===== src/rtl/argument_pop_scheduler.sv =====
// ---------------------------------------------------------------------------
// argument_pop_scheduler
//   Lets NUM_REQ field parsers share one argument_decoder output. A round-robin
//   arbiter grants one request per ISSUE cycle. The low req_len bits of dec_q
//   are returned to the winner, and dec_pop tells the decoder how many bits to
//   shift out. Each ISSUE cycle is followed by a SETTLE cycle, which gives the
//   decoder time to update q/ready, so at most one field is issued every two
//   cycles.
//
// Optional feature: define ARG_SCHED_STALL_CNT_EN to add the stall_cnt output.
//
// Ports
//   clk        clock, rising edge
//   rst        synchronous active-high reset
//   req        per-requester request, held until gnt
//   req_len    per-requester field length, requester i at [i*L +: L]
//   gnt        one-hot acceptance pulse (ISSUE cycle only)
//   rsp_vld    field valid pulse, one cycle after gnt
//   rsp_id     index of the requester that owns rsp_data
//   rsp_data   zero-extended field, LSB aligned
//   dec_q      decoder output, next bits at the LSB
//   dec_ready  decoder has valid data
//   dec_pop    number of bits the decoder consumes (0 = none)
//   stall_cnt  (optional) saturating count of cycles with |req && !dec_ready
// ---------------------------------------------------------------------------
module argument_pop_scheduler #(
    parameter int unsigned NUM_REQ        = 4,
    parameter int unsigned LOG2_NUM_REQ   = 2,
    parameter int unsigned WIDTH_OUT      = 64,
    parameter int unsigned LOG2_WIDTH_OUT = 6
) (
    input  logic                              clk,
    input  logic                              rst,
    input  logic [NUM_REQ-1:0]                req,
    input  logic [NUM_REQ*LOG2_WIDTH_OUT-1:0] req_len,
    output logic [NUM_REQ-1:0]                gnt,
    output logic                              rsp_vld,
    output logic [LOG2_NUM_REQ-1:0]           rsp_id,
    output logic [WIDTH_OUT-1:0]              rsp_data,
    input  logic [WIDTH_OUT-1:0]              dec_q,
    input  logic                              dec_ready,
    output logic [LOG2_WIDTH_OUT-1:0]         dec_pop
`ifdef ARG_SCHED_STALL_CNT_EN
    ,
    output logic [31:0]                       stall_cnt
`endif
);

    typedef enum logic [1:0] {
        StIdle   = 2'd0,
        StIssue  = 2'd1,
        StSettle = 2'd2
    } state_e;

    localparam logic [WIDTH_OUT:0] MaskOne = {{WIDTH_OUT{1'b0}}, 1'b1};

    state_e                    state_q, state_d;
    logic [LOG2_NUM_REQ-1:0]   rr_ptr_q, rr_ptr_d;
    logic [LOG2_NUM_REQ-1:0]   win;
    logic [LOG2_NUM_REQ-1:0]   idx;
    logic                      found;
    logic [LOG2_WIDTH_OUT-1:0] win_len;
    logic [WIDTH_OUT:0]        mask;
    logic                      issue;

    // Round-robin search starting at rr_ptr and wrapping modulo NUM_REQ.
    always_comb begin
        win   = '0;
        idx   = '0;
        found = 1'b0;
        for (int unsigned k = 0; k < NUM_REQ; k++) begin
            idx = LOG2_NUM_REQ'((32'(rr_ptr_q) + k) % NUM_REQ);
            if (!found && req[idx]) begin
                found = 1'b1;
                win   = idx;
            end
        end
    end

    assign win_len = req_len[win*LOG2_WIDTH_OUT +: LOG2_WIDTH_OUT];
    // Computed one bit wider than the data so that the shift cannot overflow.
    assign mask    = (MaskOne << win_len) - MaskOne;

    always_comb begin
        state_d  = state_q;
        rr_ptr_d = rr_ptr_q;
        gnt      = '0;
        dec_pop  = '0;
        issue    = 1'b0;
        case (state_q)
            StIdle: begin
                if (found && dec_ready) state_d = StIssue;
            end
            StIssue: begin
                // Requests and readiness are checked again here. If either has
                // dropped, return to IDLE without granting or popping.
                if (found && dec_ready) begin
                    issue    = 1'b1;
                    gnt[win] = 1'b1;
                    dec_pop  = win_len;
                    rr_ptr_d = (32'(win) == NUM_REQ - 1) ? '0 : win + LOG2_NUM_REQ'(1);
                    state_d  = StSettle;
                end else begin
                    state_d = StIdle;
                end
            end
            StSettle: begin
                state_d = (found && dec_ready) ? StIssue : StIdle;
            end
            default: state_d = StIdle;
        endcase
    end

    always_ff @(posedge clk) begin
        if (rst) begin
            state_q  <= StIdle;
            rr_ptr_q <= '0;
            rsp_vld  <= 1'b0;
            rsp_id   <= '0;
            rsp_data <= '0;
        end else begin
            state_q  <= state_d;
            rr_ptr_q <= rr_ptr_d;
            rsp_vld  <= issue;
            if (issue) begin
                rsp_id   <= win;
                rsp_data <= dec_q & mask[WIDTH_OUT-1:0];
            end
        end
    end

`ifdef ARG_SCHED_STALL_CNT_EN
    always_ff @(posedge clk) begin
        if (rst) begin
            stall_cnt <= '0;
        end else if (|req && !dec_ready && (stall_cnt != 32'hFFFF_FFFF)) begin
            stall_cnt <= stall_cnt + 32'd1;
        end
    end
`endif

endmodule


===== config.mk =====
export PLATFORM = sky130hd
export DESIGN_NAME = argument_pop_scheduler
export DESIGN_NICKNAME = d
export VERILOG_FILES = /design/src/rtl/argument_pop_scheduler.sv
export SDC_FILE = /design/constraint.sdc
export NUM_CORES = 1
export LEC_CHECK = 0
export ABC_CLOCK_PERIOD_IN_PS = 4000
export CAP_MARGIN = 20
export CORE_MARGIN = 2
export CORE_UTILIZATION = 43
export CTS_CLUSTER_DIAMETER = 100
export CTS_CLUSTER_SIZE = 40
export DETAILED_ROUTE_END_ITERATION = 12
export PLACE_DENSITY_LB_ADDON = 0.12
export SETUP_SLACK_MARGIN = 0.05
export SLEW_MARGIN = 40
export SYNTH_ARGS = -nofsm -noshare
export SYNTH_HDL_FRONTEND = slang
export SYNTH_SLANG_ARGS = --single-unit

===== constraint.sdc =====
create_clock -name clk -period 4 [get_ports clk]
set_clock_uncertainty 0.2 [all_clocks]
set_input_delay 0.4 -clock clk [delete_from_list [all_inputs] [get_ports clk]]
set_output_delay 0.4 -clock clk [all_outputs]
set_load 0.02 [all_outputs]

---- After elaboration in Yosys (flattened, before gate mapping) ----
Index checks and enable logic that the tools add are counted.
operators by class
  $add $sub $neg .......................... 5
  multiply operators ...................... 1
  order comparisons ....................... 6
  equal/unequal tests ..................... 4
  shifts and indexed selects .............. 2
  muxes and demuxes ....................... 29
  bitwise operators ....................... 1
  reduce and logical (&&, ||, !) cells .... 10
operators with widths
  kind                                                                   number
  64-bit AND                                                             1
  1-bit by 6-bit left shift with 64-bit output, first input constant     1
  64-bit by 1-bit subtractor with 64-bit output, second input constant   1
  24-bit by 6-bit variable part select with 6-bit output                 1
  2-bit by 3-bit < comparator with 1-bit output, second input constant   5
  2-bit 2-to-1 mux                                                       7
  1-bit 2-to-1 mux                                                       12
  6-bit 2-to-1 mux                                                       2
  1-bit binary-select mux with 2-bit select                              4
  4-bit 2-to-1 mux                                                       2
  2-bit case mux with 3 select lines                                     1
  1-bit logical AND                                                      5
  2-bit by 1-bit adder with 2-bit output, second input constant          2
  2-bit adder, second input constant                                     2
  2-bit equality test, second input constant                             2
  2-bit by 2-bit multiplier with 4-bit output, second input constant     1
  1-bit zero test                                                        3
  1-bit demux with 2-bit select                                          1
  2-bit by 1-bit equality test with 1-bit output, second input constant  1
  2-bit by 1-bit >= comparator with 1-bit output, second input constant  1
  2-bit zero test                                                        1
  2-bit != test, second input constant                                   1
  2-bit AND reduction                                                    1
storage, ports and cells
  register bits ........................... 71
  input port bits ......................... 95
  output and inout port bits .............. 77
  logic and storage cells ................. 63

---- Logic depth before layout (Yosys ltp) ----
Gate-level depths: netlist of the first run.
  word-level depth ........................ 18
  depth in mapped cells ................... 18
  gate-level depth less buffers ........... 14

---- Least setup slack after synthesis of the first run ----
Ideal clock, no wire load.
  path kind ............................... register to register
  start point ............................. register rr_ptr_q[1]
  end point ............................... register rsp_data[28]
  setup time .............................. 0.117 ns
  data arrival time ....................... 3.371 ns
  required time ........................... 3.683 ns
  path slack .............................. 0.311 ns
  cell stages (with the launch flop) ...... 17
  clock period less this slack ............ 3.689 ns
  cells stage by stage .................... dfxtp_1 -> mux2i_1 -> nor2_1 -> or3_4 -> inv_4 -> buf_4 -> mux2i_1 -> buf_4 -> clkbuf_1 -> nand2_1 -> ha_1 -> clkbuf_1 -> clkbuf_1 -> clkbuf_1 -> nand2_1 -> o21ai_0 -> a32o_1
between the ends
  longest elaborated chain between the ends .. 17
  elaborated cells on any way between the ends .. 33
  classes of those cells .................. add/sub (4); mul (1); shift (2); mux (18); bitwise (1); reduce/logical (7)
RTL lines
  what                                                                                             line  RTL
  start, declared                                                                                  58    logic [LOG2_NUM_REQ-1:0] rr_ptr_q, rr_ptr_d;
  start signal, assigned                                                                           123   rr_ptr_q <= rr_ptr_d;
  parallel branches: the longest is 11 deep, another holds 2-bit by 1-bit adder with 2-bit output  --
  2-bit 2-to-1 mux (*)                                                                             73    if (!found && req[idx]) begin
  net win[0]                                                                                       59    logic [LOG2_NUM_REQ-1:0] win;
  2-bit by 2-bit multiplier with 4-bit output (*)                                                  80    assign win_len = req_len[win*LOG2_WIDTH_OUT +: LOG2_WIDTH_OUT];
  24-bit by 6-bit variable part select with 6-bit output (*)                                       80
  1-bit by 6-bit left shift with 64-bit output (*)                                                 82    assign mask = (MaskOne << win_len) - MaskOne;
  64-bit by 1-bit subtractor with 64-bit output (*)                                                82
  64-bit AND (*)                                                                                   127   rsp_data <= dec_q & mask[WIDTH_OUT-1:0];
  end signal, assigned                                                                             127
  end, declared                                                                                    39    output logic [WIDTH_OUT-1:0] rsp_data,
Mark *: on every way through the listed nets, which the timed path passes. The select of a mux whose other input is x is not followed.
A chain may end at the register's enable or synchronous reset.

---- Final worst setup path of the first run ----
  start point ............................. input port req[0]
  end point ............................... output port dec_pop[5]
between the ends
  longest elaborated chain between the ends .. 16
  elaborated cells on any way between the ends .. 27
  classes of those cells .................. mul (1); shift (1); mux (18); reduce/logical (7)
RTL lines
  what                                                    line  RTL
  start, declared                                         34    input logic [NUM_REQ-1:0] req,
  1-bit binary-select mux with 2-bit select               73
  1-bit 2-to-1 mux (implied by the code)                  73
  1-bit 2-to-1 mux                                        73
  1-bit zero test                                         73
  1-bit logical AND                                       73
  1-bit 2-to-1 mux                                        73
  1-bit zero test                                         73
  1-bit logical AND                                       73
  1-bit 2-to-1 mux                                        73
  1-bit zero test                                         73
  1-bit logical AND                                       73
  2-bit 2-to-1 mux                                        73
  2-bit by 2-bit multiplier with 4-bit output             80
  24-bit by 6-bit variable part select with 6-bit output  80
  6-bit 2-to-1 mux (*)                                    97    if (found && dec_ready) begin
  6-bit 2-to-1 mux (*)                                    90    case (state_q)
  end, declared                                           42    output logic [LOG2_WIDTH_OUT-1:0] dec_pop
Every way passes the cells marked *; elsewhere a longest branch is shown, timed or not. The select of a mux whose other input is x is not followed.

==> results of run 1 <==
## per-layer routing
metal | vias to the layer above | routed length, microns | track usage (%)
li1 | 2311 | - | -
met5 | - | 0 | 0
met1 | 2333 | 7100 | 42.2
met3 | 35 | 1370 | 5.75
met4 | 0 | 410 | 11.6
met2 | 256 | 8060 | 53.8
## flip-flops by register name, indices dropped and copies added, names as in the netlist
signal    flops
rsp_data     64
state_q       2
rr_ptr_q      2
rsp_vld       1
rsp_id        2
## how the worst max path moves through the flow
stage | startpoint | slack [ns] | end | depth (start not counted)
6_report | req[0] | 0.18 | dec_pop[5] | 10
2_1_floorplan | rr_ptr_q[1] | 0.31 | rsp_data[28] | 16
5_1_grt | req[0] | 0.05 | rsp_data[4] | 15
4_1_cts | req[0] | 0.08 | dec_pop[0] | 10
3_5_place_dp | req[0] | -0.15 | rsp_data[4] | 15
3_3_place_gp | req[0] | -0.001 | rsp_data[60] | 14
## Yosys cell counts (4+ instances only)
library cell | n | area share [%]
nand2_1 | 76 | 6.9
dfxtp_1 | 71 | 34
a21oi_1 | 51 | 6.2
nor2_1 | 44 | 4.0
a32o_1 | 28 | 6.8
clkbuf_1 | 25 | 2.3
o21ai_0 | 22 | 2.7
nand3_1 | 21 | 2.6
mux2i_1 | 17 | 4.1
nor3_1 | 14 | 1.7
xor2_1 | 12 | 2.6
a32oi_1 | 11 | 2.3
buf_2 | 10 | 1.2
o211ai_1 | 10 | 1.8
o21ai_1 | 7 | 0.85
and2_1 | 6 | 0.91
mux2_2 | 6 | 1.6
nand3b_1 | 6 | 1.1
a31oi_1 | 5 | 0.76
ha_1 | 5 | 1.5
o22ai_1 | 5 | 0.76
nand4_1 | 4 | 0.61
o31ai_1 | 4 | 0.73
## what timing repair did
item | in CTS | in global routing
endpoints found under the setup margin | 0 | 14
endpoints found under the hold margin | 0 | 0
buffers inserted | 0 | 0
resized for setup | 0 | 1
## placed cells by master (no fill, tap or decap), types with 12 or more instances in the layout
master	instances
a32o_1	28
mux2i_1	16
dfxtp_1	71
nor2_1	42
nand2_1	76
nor3_1	14
clkdlybuf4s50_1	170
a21oi_1	51
xor2_1	12
nand3_1	21
o21ai_0	22
buf_4	61
## power by group through the flow
stage,clock (mW),combinational [mW],sequential [mW]
5_1_grt,0.774,0.786,0.734
6_report,0.743,0.743,0.732
3_5_place_dp,0,0.724,0.749
4_1_cts,0.745,0.729,0.732
2_1_floorplan,0,0.351,0.767
3_3_place_gp,0,0.718,0.748
## critical path, stage by stage
cell	delay (ns)
clkdlybuf4s50_1	0.46
buf_4	0.17
mux2i_1	0.13
nor2_1	0.06
or3_4	0.42
inv_4	0.16
mux2_2	0.37
buf_4	0.21
nor2_1	0.17
clkdlybuf4s50_1	0.65
## final cells by class
class,instances,area (sq um)
Clock buffer,11,151
Clock inverter,5,104
Fill cell,759,2730
Inverter,4,17.5
Multi-Input combinational cell,397,2500
Sequential cell,71,1420
Tap cell,129,161
Timing Repair Buffer,233,2200
## kinds of logic after synthesis
| logic type | count (synthesis) |
|---|---|
| AND/OR/NAND/NOR | 187 |
| adder cells (fa/ha/maj) | 5 |
| buffers and inverters | 45 |
| flip-flops | 71 |
| multiplexers | 26 |
| AO/OA/AOI/OAI | 164 |
| XOR/XNOR | 15 |
## metrics by stage
stage / hold slack, ns / worst slack, ns / cell area [sq um]
2_1_floorplan: 0.208 / 0.311 / 4120
3_3_place_gp: 0.216 / -0.00100 / 6300
3_5_place_dp: 0.234 / -0.147 / 6300
4_1_cts: 0.248 / 0.0800 / 6560
5_1_grt: 0.279 / 0.0513 / 6560
6_report: 0.243 / 0.182 / 6560
==> out/qor.txt, run 1 <==
status: complete, no violations
Critical Path AT: 3.22 ns
Seq cells post-synth: 71
maximum clock frequency: 262 MHz
DRT iter0 DRCs: 418
layout cells sized above 1: 14.8%
actual slew at the worst max-slew pin: 0.725 ns
overall die width: 102 microns
Post-Synthesis Cells: 513
Non-Filler Instances: 850
H-tree depth: 3
post-layout power: 2.22 mW
Worst EP required: 3.40 ns
Hold-fix buffers, CTS: 0
total track usage: 32.3%
Post-synth top flop: dfxtp_1
Max Slew Vio Count: 0
Synth Area in XOR/XNOR: 3.19%
combinational power share: 33.5%
CTS buffer count: 9
unique cell type count in the Yosys netlist: 56
initial antenna violation count: 0
Sw Ratio: 32.8%
Post-synth EDFFs: 0
Pwr per Cell Area: 338 mW/mm^2
global placement routability congestion: 0.969
drt wl/cell: 19.9 microns
# IOs: 172
CTS tree: built
vias post-DR: 4935
startpoint type of the worst setup path: primary input
largest family of logic cells by synthesized area: compound AO/OA/AOI/OAI gates
Synth Area in Adders: 1.52%
Synth Cell Area: 0.00412 sq mm
Ys Warns: 0
diode count: 0
slew margin rel.: 51.1%
syn nets: 613
simple-gate share of the synthesized area: 21.1%
asr flop ratio synth: 0%
final design utilization: 70.6%
setup_tns: 0 ns
VDD IR max: 0.000211 V
Hold WC Path Type: reg -> reg
number of remaining DRC errors: 0
sequential share of power: 33.0%
gr ovfl total: 0
clk slew on worst S/H paths: 0.08 ns
hold path depth: 1
RSZ-0062 raised after global routing: no
first-pass GRT wire length: 25.7 mm
leakage power: 2.35 nW
internal power: 1.49 mW
CTS root buf: clkbuf_8
count of final setup violators: 0
Critical Path End Type: output port
IO buf count: 170
1st-pass router iterations: 5
Initial Util: 44.4%
routed wire length: 16.9 mm
R2R Setup Slk: 0.40 ns
kind of critical path: in -> out
post-route minimum period: 3.82 ns
core area: 0.00928 sq mm
r2r startpoint: rr_ptr_q[1]
Max-cap violations: 0
nets: 816
Worst R2R End: rsp_data[60]
Detail Route Antenna Nets: 0
sw power: 0.727 mW
Rows: 35
vias in the first global route: 4793
Die ar.: 0.0104 sq mm
CTS Buffer Depth: 2
worst-path fanout max: 20
period utilization: 95.5%
largest net degree at the start of global routing: 41
Hold Path Sink: state_q[0]
sequential share of the synthesized area: 34.5%
Layout area overhead: 59.2%
Fin. Hold Viols: 0
vias per cell: 5.81
post-synthesis mux area share: 6.77%
Avg Inst Size Synth: 8.03 sq um
Clock Power Share: 33.5%
hpwl dp: 12.5 mm
Compound-Gate Fraction of Synth Area: 27.8%
Clock Sinks: 71
Die Span Y: 102 microns
hold wc startpoint: state_q[0]
clk_lat worst skew: 0.35 ns
Worst R2R Path Depth: 13
dpl cells: 834
Power figures use the tool's default switching activity.
==> inputs of run 2 (changes only) <==
Settings changed: ABC_CLOCK_PERIOD_IN_PS 4000 to 4800, CORE_MARGIN 2 to 4, CORE_UTILIZATION 43 to 65, DONT_BUFFER_PORTS from default to 1.
Clock period 4 ns to 4.8 ns, I/O delays scaled along.
==> run 2 against run 1 <==
  * First-iteration DRC count decreased by 2.2%
  * Clock power decreased by 36%
  * Sequential power decreased by 14%
  * Largest cell class unchanged
  * Non-clock buffer count decreased by 209
  * Count of clock-buffer cells in the layout decreased by 2
  * Final area decreased by 32%
  * Flip-flop and latch count unchanged
  * Via count decreased by 14%
  * Cell count decreased by 31%
  * Worst setup slack improved by 0.41 ns
  * Largest power group is now registers
  * Die area decreased by 26%
==> out/qor.txt, run 2 (synthesis results as in run 1) <==
startpoint type of the worst setup path: flip-flop
most flop-heavy register: rsp_data
CTS tree: built
core area: 0.00603 sq mm (-35%)
Layout area overhead: 7.50%
CP max stage cell: ha_1
worst-path fanout max: 17 (-15%)
grt met1 use: 43.7% (+1.5 points)
Detail Route Antenna Nets: 0 (unchanged)
r2r startpoint: rr_ptr_q[1]
worst-path cell chain: a21oi_1 > o21a_1 > o22a_1 > mux2i_1 > mux2_2 > nand3_2 > nor2_2 > nand2_1 > ha_1 > a21boi_4 > o21ai_0 > xor2_1 > a32o_1
count of final setup violators: 0 (unchanged)
Sw Ratio: 36.1% (+3.3 points)
Clock Sinks: 71 (unchanged)
1st-pass router iterations: 5 (unchanged)
setup_tns: 0 ns (unchanged)
Initial Util: 68.4% (+24 points)
vias post-DR: 4220 (-14%)
routed wire length: 13.5 mm (-20%)
global placement routability congestion: 1.00 (+3.4%)
sequential share of power: 41.2% (+8.2 points)
IO buf count: 0 (-100%)
CTS Buffer Depth: 2 (unchanged)
layout cells sized above 1: 13.3% (-1.6 points)
Pwr per Cell Area: 344 mW/mm^2 (+1.8%)
gr ovfl total: 0 (unchanged)
sw power: 0.551 mW (-24%)
# IOs: 172 (unchanged)
hold path depth: 2 (+1)
total track usage: 35.3% (+3.0 points)
drt wl/cell: 23.1 microns (+16%)
hold slack final: 0.0633 ns (-0.179 ns)
first-pass GRT wire length: 20.7 mm (-20%)
vias in the first global route: 4021 (-16%)
hpwl dp: 9.74 mm (-22%)
maximum clock frequency: 238 MHz
initial antenna violation count: 0 (unchanged)
met3 Track Usage GR: 11.5% (+5.7 points)
Die ar.: 0.00768 sq mm (-26%)
Hold WC Path Type: in -> reg
combinational power share: 27.7% (-5.8 points)
leading cell type in the layout, fill and taps excluded: nand2_1
Hold Path Sink: rsp_data[15]
met2 Usage GRT: 56.2% (+2.4 points)
number of remaining DRC errors: 0 (unchanged)
vias per cell: 7.19 (+24%)
post-route minimum period: 4.21 ns
R2R Setup Slk: 0.59 ns (+0.19 ns)
Max Slew Vio Count: 0 (unchanged)
slew margin rel.: 47.4% (-3.7 points)
nets: 607 (-26%)
hold wc startpoint: dec_q[15]
VDD IR max: 0.000246 V (+17%)
clk slew on worst S/H paths: 0.08 ns (about the same)
Reg area: 0.00142 sq mm (unchanged)
GRT Max-Usage Layer: met2
Max-cap violations: 0 (unchanged)
Worst R2R End: rsp_data[44]
CTS root buf: clkbuf_8
RSZ-0062 raised after global routing: no
leakage power: 1.49 nW (-36%)
internal power: 0.975 mW (-35%)
kind of critical path: reg -> reg
CP peak stage delay: 0.58 ns (-0.07 ns)
H-tree depth: 3 (unchanged)
overall die width: 87.6 microns (-14%)
period utilization: 87.7%
Critical Path End Type: flip-flop
most frequent cells in the layout: 76 x nand2_1, 71 x dfxtp_1, 51 x a21oi_1
Worst R2R Path Depth: 13 (unchanged)
clk_lat worst skew: 0.36 ns (about the same)
status: complete, no violations
Critical Path AT: 4.26 ns (+1.04 ns)
multi-input logic area: 0.00251 sq mm (+0.15%)
DRT iter0 DRCs: 409 (-2.2%)
CTS buffer count: 9 (unchanged)
Worst EP required: 4.85 ns (+1.45 ns)
Clock Power Share: 31.2% (-2.3 points)
Die Span Y: 87.6 microns (-14%)
largest net degree at the start of global routing: 36 (-12%)
Rows: 28 (-20%)
diode count: 0 (unchanged)
actual slew at the worst max-slew pin: 0.783 ns (+0.0588 ns)
max reg flops: 64 (unchanged)
Fin. Hold Viols: 0 (unchanged)
FILL cells: 490 (-35%)
post-CTS setup buffers: 0 (unchanged)
run 2: how the worst max path moves through the flow:
stage / startpoint / to / slack, ns / depth (start not counted)
after global routing: rr_ptr_q[1] / rsp_data[4] / 0.37 / 14
after CTS: rr_ptr_q[1] / rsp_data[4] / 0.68 / 14
after global placement: req[0] / rsp_data[60] / 0.69 / 13
after detailed placement: req[0] / rsp_data[4] / 0.58 / 14
final: rr_ptr_q[1] / rsp_data[44] / 0.59 / 13
after floorplan: req[2] / rsp_data[28] / 1.08 / 16
run 2: area by class of cell:
type                       instances  share of cell area, %
clock buffer                       9                   2.80
clock inverter                     7                   1.64
timing repair buffer              24                   4.35
tap                               75                   2.12
multi-input combinational        397                   56.6
inverter                           4                  0.395
sequential                        71                   32.1
run 2: power by group through the flow:
| stage | clock (mW) | sequential, mW | combinational (mW) |
|---|---|---|---|
| 2_1_floorplan | 0 | 0.639 | 0.292 |
| 3_3_place_gp | 0 | 0.642 | 0.395 |
| 3_5_place_dp | 0 | 0.642 | 0.400 |
| 4_1_cts | 0.480 | 0.628 | 0.408 |
| 5_1_grt | 0.513 | 0.630 | 0.449 |
| 6_report | 0.476 | 0.628 | 0.422 |
run 2: what timing repair did:
| action | CTS | global route |
|---|---|---|
| hold endpoints to repair | 35 | 0 |
| gates resized for setup | 0 | 0 |
| setup endpoints to repair | 0 | 0 |
| hold buffers | 1 | 0 |
run 2: per-stage QoR:
step	instances	power [mW]	area, sq um	util [%]	setup WS (ns)
finish	587	1.53	4430	73.5	0.591
CTS	587	1.52	4430	73.5	0.680
global placement	570	1.04	4210	69.8	0.689
global route	587	1.59	4430	73.5	0.369
floorplan	513	0.931	4120	-	1.08
detailed placement	570	1.04	4210	69.9	0.580
run 2: metal layers:
layer	wire length [microns]	vias to the layer above
li1	-	1894
met1	5080	1937
met2	6150	339
met3	1880	50
met4	442	0
met5	0	-
run 2: worst max-delay path, delay by kind of cell (launching register included):
kind | cells | cell delay, ns
and+or+nand+nor | 3 | 0.41
AOI/OAI and AO/OA | 6 | 1.79
muxes | 2 | 0.56
adders and majority gates | 1 | 0.58
DFF | 1 | 0.37
xor gates and xnor gates | 1 | 0.20
==> inputs of run 3 (changes only) <==
Settings changed: GPL_TIMING_DRIVEN from default to 0, PLACE_DENSITY_LB_ADDON 0.12 to 0.1.
==> run 3 against run 2 <==
  * Critical path type unchanged
  * Clock power is 36% higher
  * Global-route usage increased by 5.1 points
  * Final area grew 1.9%
  * Combinational power grew 4%
  * Critical path depth grew 4
  * Highest routed layer unchanged
  * Utilization rose by 1.4 points
  * Worst hold slack better by 0.0019 ns
  * Wire length rose by 16%
  * Sequential share of layout area decreased by 0.59 points
==> out/qor.txt, run 3 (synthesis results as in run 1) <==
Detail Route Antenna Nets: 0 (unchanged)
vias per cell: 7.40 (+2.9%)
FILL cells: 454 (-7.3%)
leakage power: 1.52 nW (+1.7%)
actual slew at the worst max-slew pin: 0.801 ns (+0.0174 ns)
Rows: 28 (unchanged)
nets: 624 (+2.8%)
Pwr per Cell Area: 381 mW/mm^2 (+11%)
maximum clock frequency: 221 MHz (-7.0%)
max reg flops: 64 (unchanged)
post-route minimum period: 4.52 ns (+0.315 ns)
Initial Util: 68.4% (unchanged)
most flop-heavy register: rsp_data
gr ovfl total: 0 (unchanged)
DRT iter0 DRCs: 716 (+75%)
largest net degree at the start of global routing: 13 (-64%)
total track usage: 40.4% (+5.1 points)
kind of critical path: reg -> reg
layout cells sized above 1: 11.3% (-1.9 points)
worst slack, placed: 0.220 ns (-0.360 ns)
Fin. Hold Viols: 0 (unchanged)
vias in the first global route: 4369 (+8.7%)
H-tree depth: 3 (unchanged)
Critical Path End Type: flip-flop
Layout area overhead: 9.51%
Max-cap violations: 0 (unchanged)
hpwl dp: 11.5 mm (+18%)
worst-path fanout max: 11 (-6)
Hold-fix buffers, CTS: 0 (-1)
CTS buffer count: 9 (unchanged)
Die ar.: 0.00768 sq mm (unchanged)
CTS root buf: clkbuf_8
Critical Path AT: 4.62 ns (+0.36 ns)
startpoint type of the worst setup path: flip-flop
worst-path cell chain: mux2i_1 > nor2_1 > or3_4 > inv_4 > buf_4 > mux2_2 > nand2_1 > nor2_2 > nand2_1 > ha_1 > clkbuf_1 > clkbuf_1 > clkbuf_2 > nand3_1 > a21oi_1 > o21ai_0 > a21oi_1
1st-pass router iterations: 9 (+4)
IO buf count: 0 (unchanged)
Max Slew Vio Count: 0 (unchanged)
vias post-DR: 4469 (+5.9%)
VDD IR max: 0.000300 V (+22%)
CTS Buffer Depth: 2 (unchanged)
period utilization: 94.3% (+6.6 points)
count of final setup violators: 0 (unchanged)
global placement routability congestion: 1.12 (+12%)
Die Span Y: 87.6 microns (unchanged)
CTS tree: built
CP peak stage delay: 0.51 ns (-0.07 ns)
drt wl/cell: 26.0 microns (+12%)
CP max stage cell: clkbuf_1
routed wire length: 15.7 mm (+16%)
first-pass GRT wire length: 23.4 mm (+13%)
status: complete, no violations
number of remaining DRC errors: 0 (unchanged)
slew margin rel.: 46.3% (-1.0 points)
final setup margin: 0.276 ns (-0.315 ns)
RSZ-0062 raised after global routing: no
diode count: 0 (unchanged)
Hold WC Path Type: in -> reg
most frequent cells in the layout: 76 x nand2_1, 71 x dfxtp_1, 51 x a21oi_1
initial antenna violation count: 0 (unchanged)
Worst EP required: 4.90 ns (+0.05 ns)
core area: 0.00603 sq mm (unchanged)
clk_lat worst skew: 0.36 ns (about the same)
Clock Sinks: 71 (unchanged)
# IOs: 172 (unchanged)
overall die width: 87.6 microns (unchanged)
clk slew on worst S/H paths: 0.08 ns (about the same)
leading cell type in the layout, fill and taps excluded: nand2_1
setup_tns: 0 ns (unchanged)
## run 3: cell count changes in the layout (fill, tap and decap cells not counted), moves of 3 or more
cell,delta
buf_2,+10
nor3_2,+3
nor3_1,-3
bufinv_16,+3
clkbuf_1,+24
buf_4,-20
## run 3: power by group
| group | internal, mW | switching (mW) | leakage, nW |
|---|---|---|---|
| Clock | 0.413 | 0.236 | 0.134 |
| Combinational | 0.124 | 0.316 | 0.809 |
| Sequential | 0.603 | 0.0257 | 0.574 |
| Total | 1.14 | 0.578 | 1.52 |
## run 3: worst paths after layout
kind	startpoint	endpoint	slack, ns	cells after the start
worst min-delay path	dec_q[28]	rsp_data[28]	0.07	1
worst max-delay path	rr_ptr_q[1]	rsp_data[18]	0.28	17
worst min register to register	state_q[0]	state_q[0]	0.26	1
worst max register to register	rr_ptr_q[1]	rsp_data[18]	0.28	17
## run 3: what timing repair did
item / 4_1_cts / 5_1_grt
gates resized for setup: 0 / 4
setup buffers: 0 / 0
endpoints found under the setup margin: 0 / 13
## run 3: worst max-delay path, delay by kind of cell (launching register included)
family	cells	cell delay, ns
compound gates	3	0.38
fa+ha+maj	1	0.15
buf+inv	5	1.51
flops	1	0.45
mux	2	0.59
simple gates	6	1.18
## run 3: layout make-up
cell class / count / area [sq um] / share of cell area, %
Multi-Input combinational cell: 397 / 2510 / 55.7
Sequential cell: 71 / 1420 / 31.5
Inverter: 4 / 17.5 / 0.388
Buffer: 41 / 195 / 4.33
Clock inverter: 5 / 129 / 2.86
Clock buffer: 11 / 141 / 3.13
Tap cell: 75 / 93.8 / 2.08
## run 3: through the flow
stage / hold slack (ns) / power, mW / utilization [%] / cell area (sq um) / cells
after global placement: 0.217 / 1.05 / 69.9 / 4210 / 588
after detailed placement: 0.251 / 1.06 / 70.3 / 4230 / 588
after floorplan: 0.208 / 0.931 / - / 4120 / 513
after global routing: 0.0681 / 1.76 / 74.9 / 4510 / 604
final: 0.0652 / 1.72 / 74.9 / 4510 / 604
after CTS: 0.0684 / 1.69 / 74.8 / 4500 / 604
## run 3: per-layer routing
layer  wire length, microns  GRT usage, %  share of wire [%]  up-vias
li1                       -             -                  -     1919
met1                   5300          50.4                 34     2033
met2                   7010          61.8                 45      427
met3                   2540          14.7                 16       90
met4                    832          19.7                5.3        0
met5                      0             0                  0        -
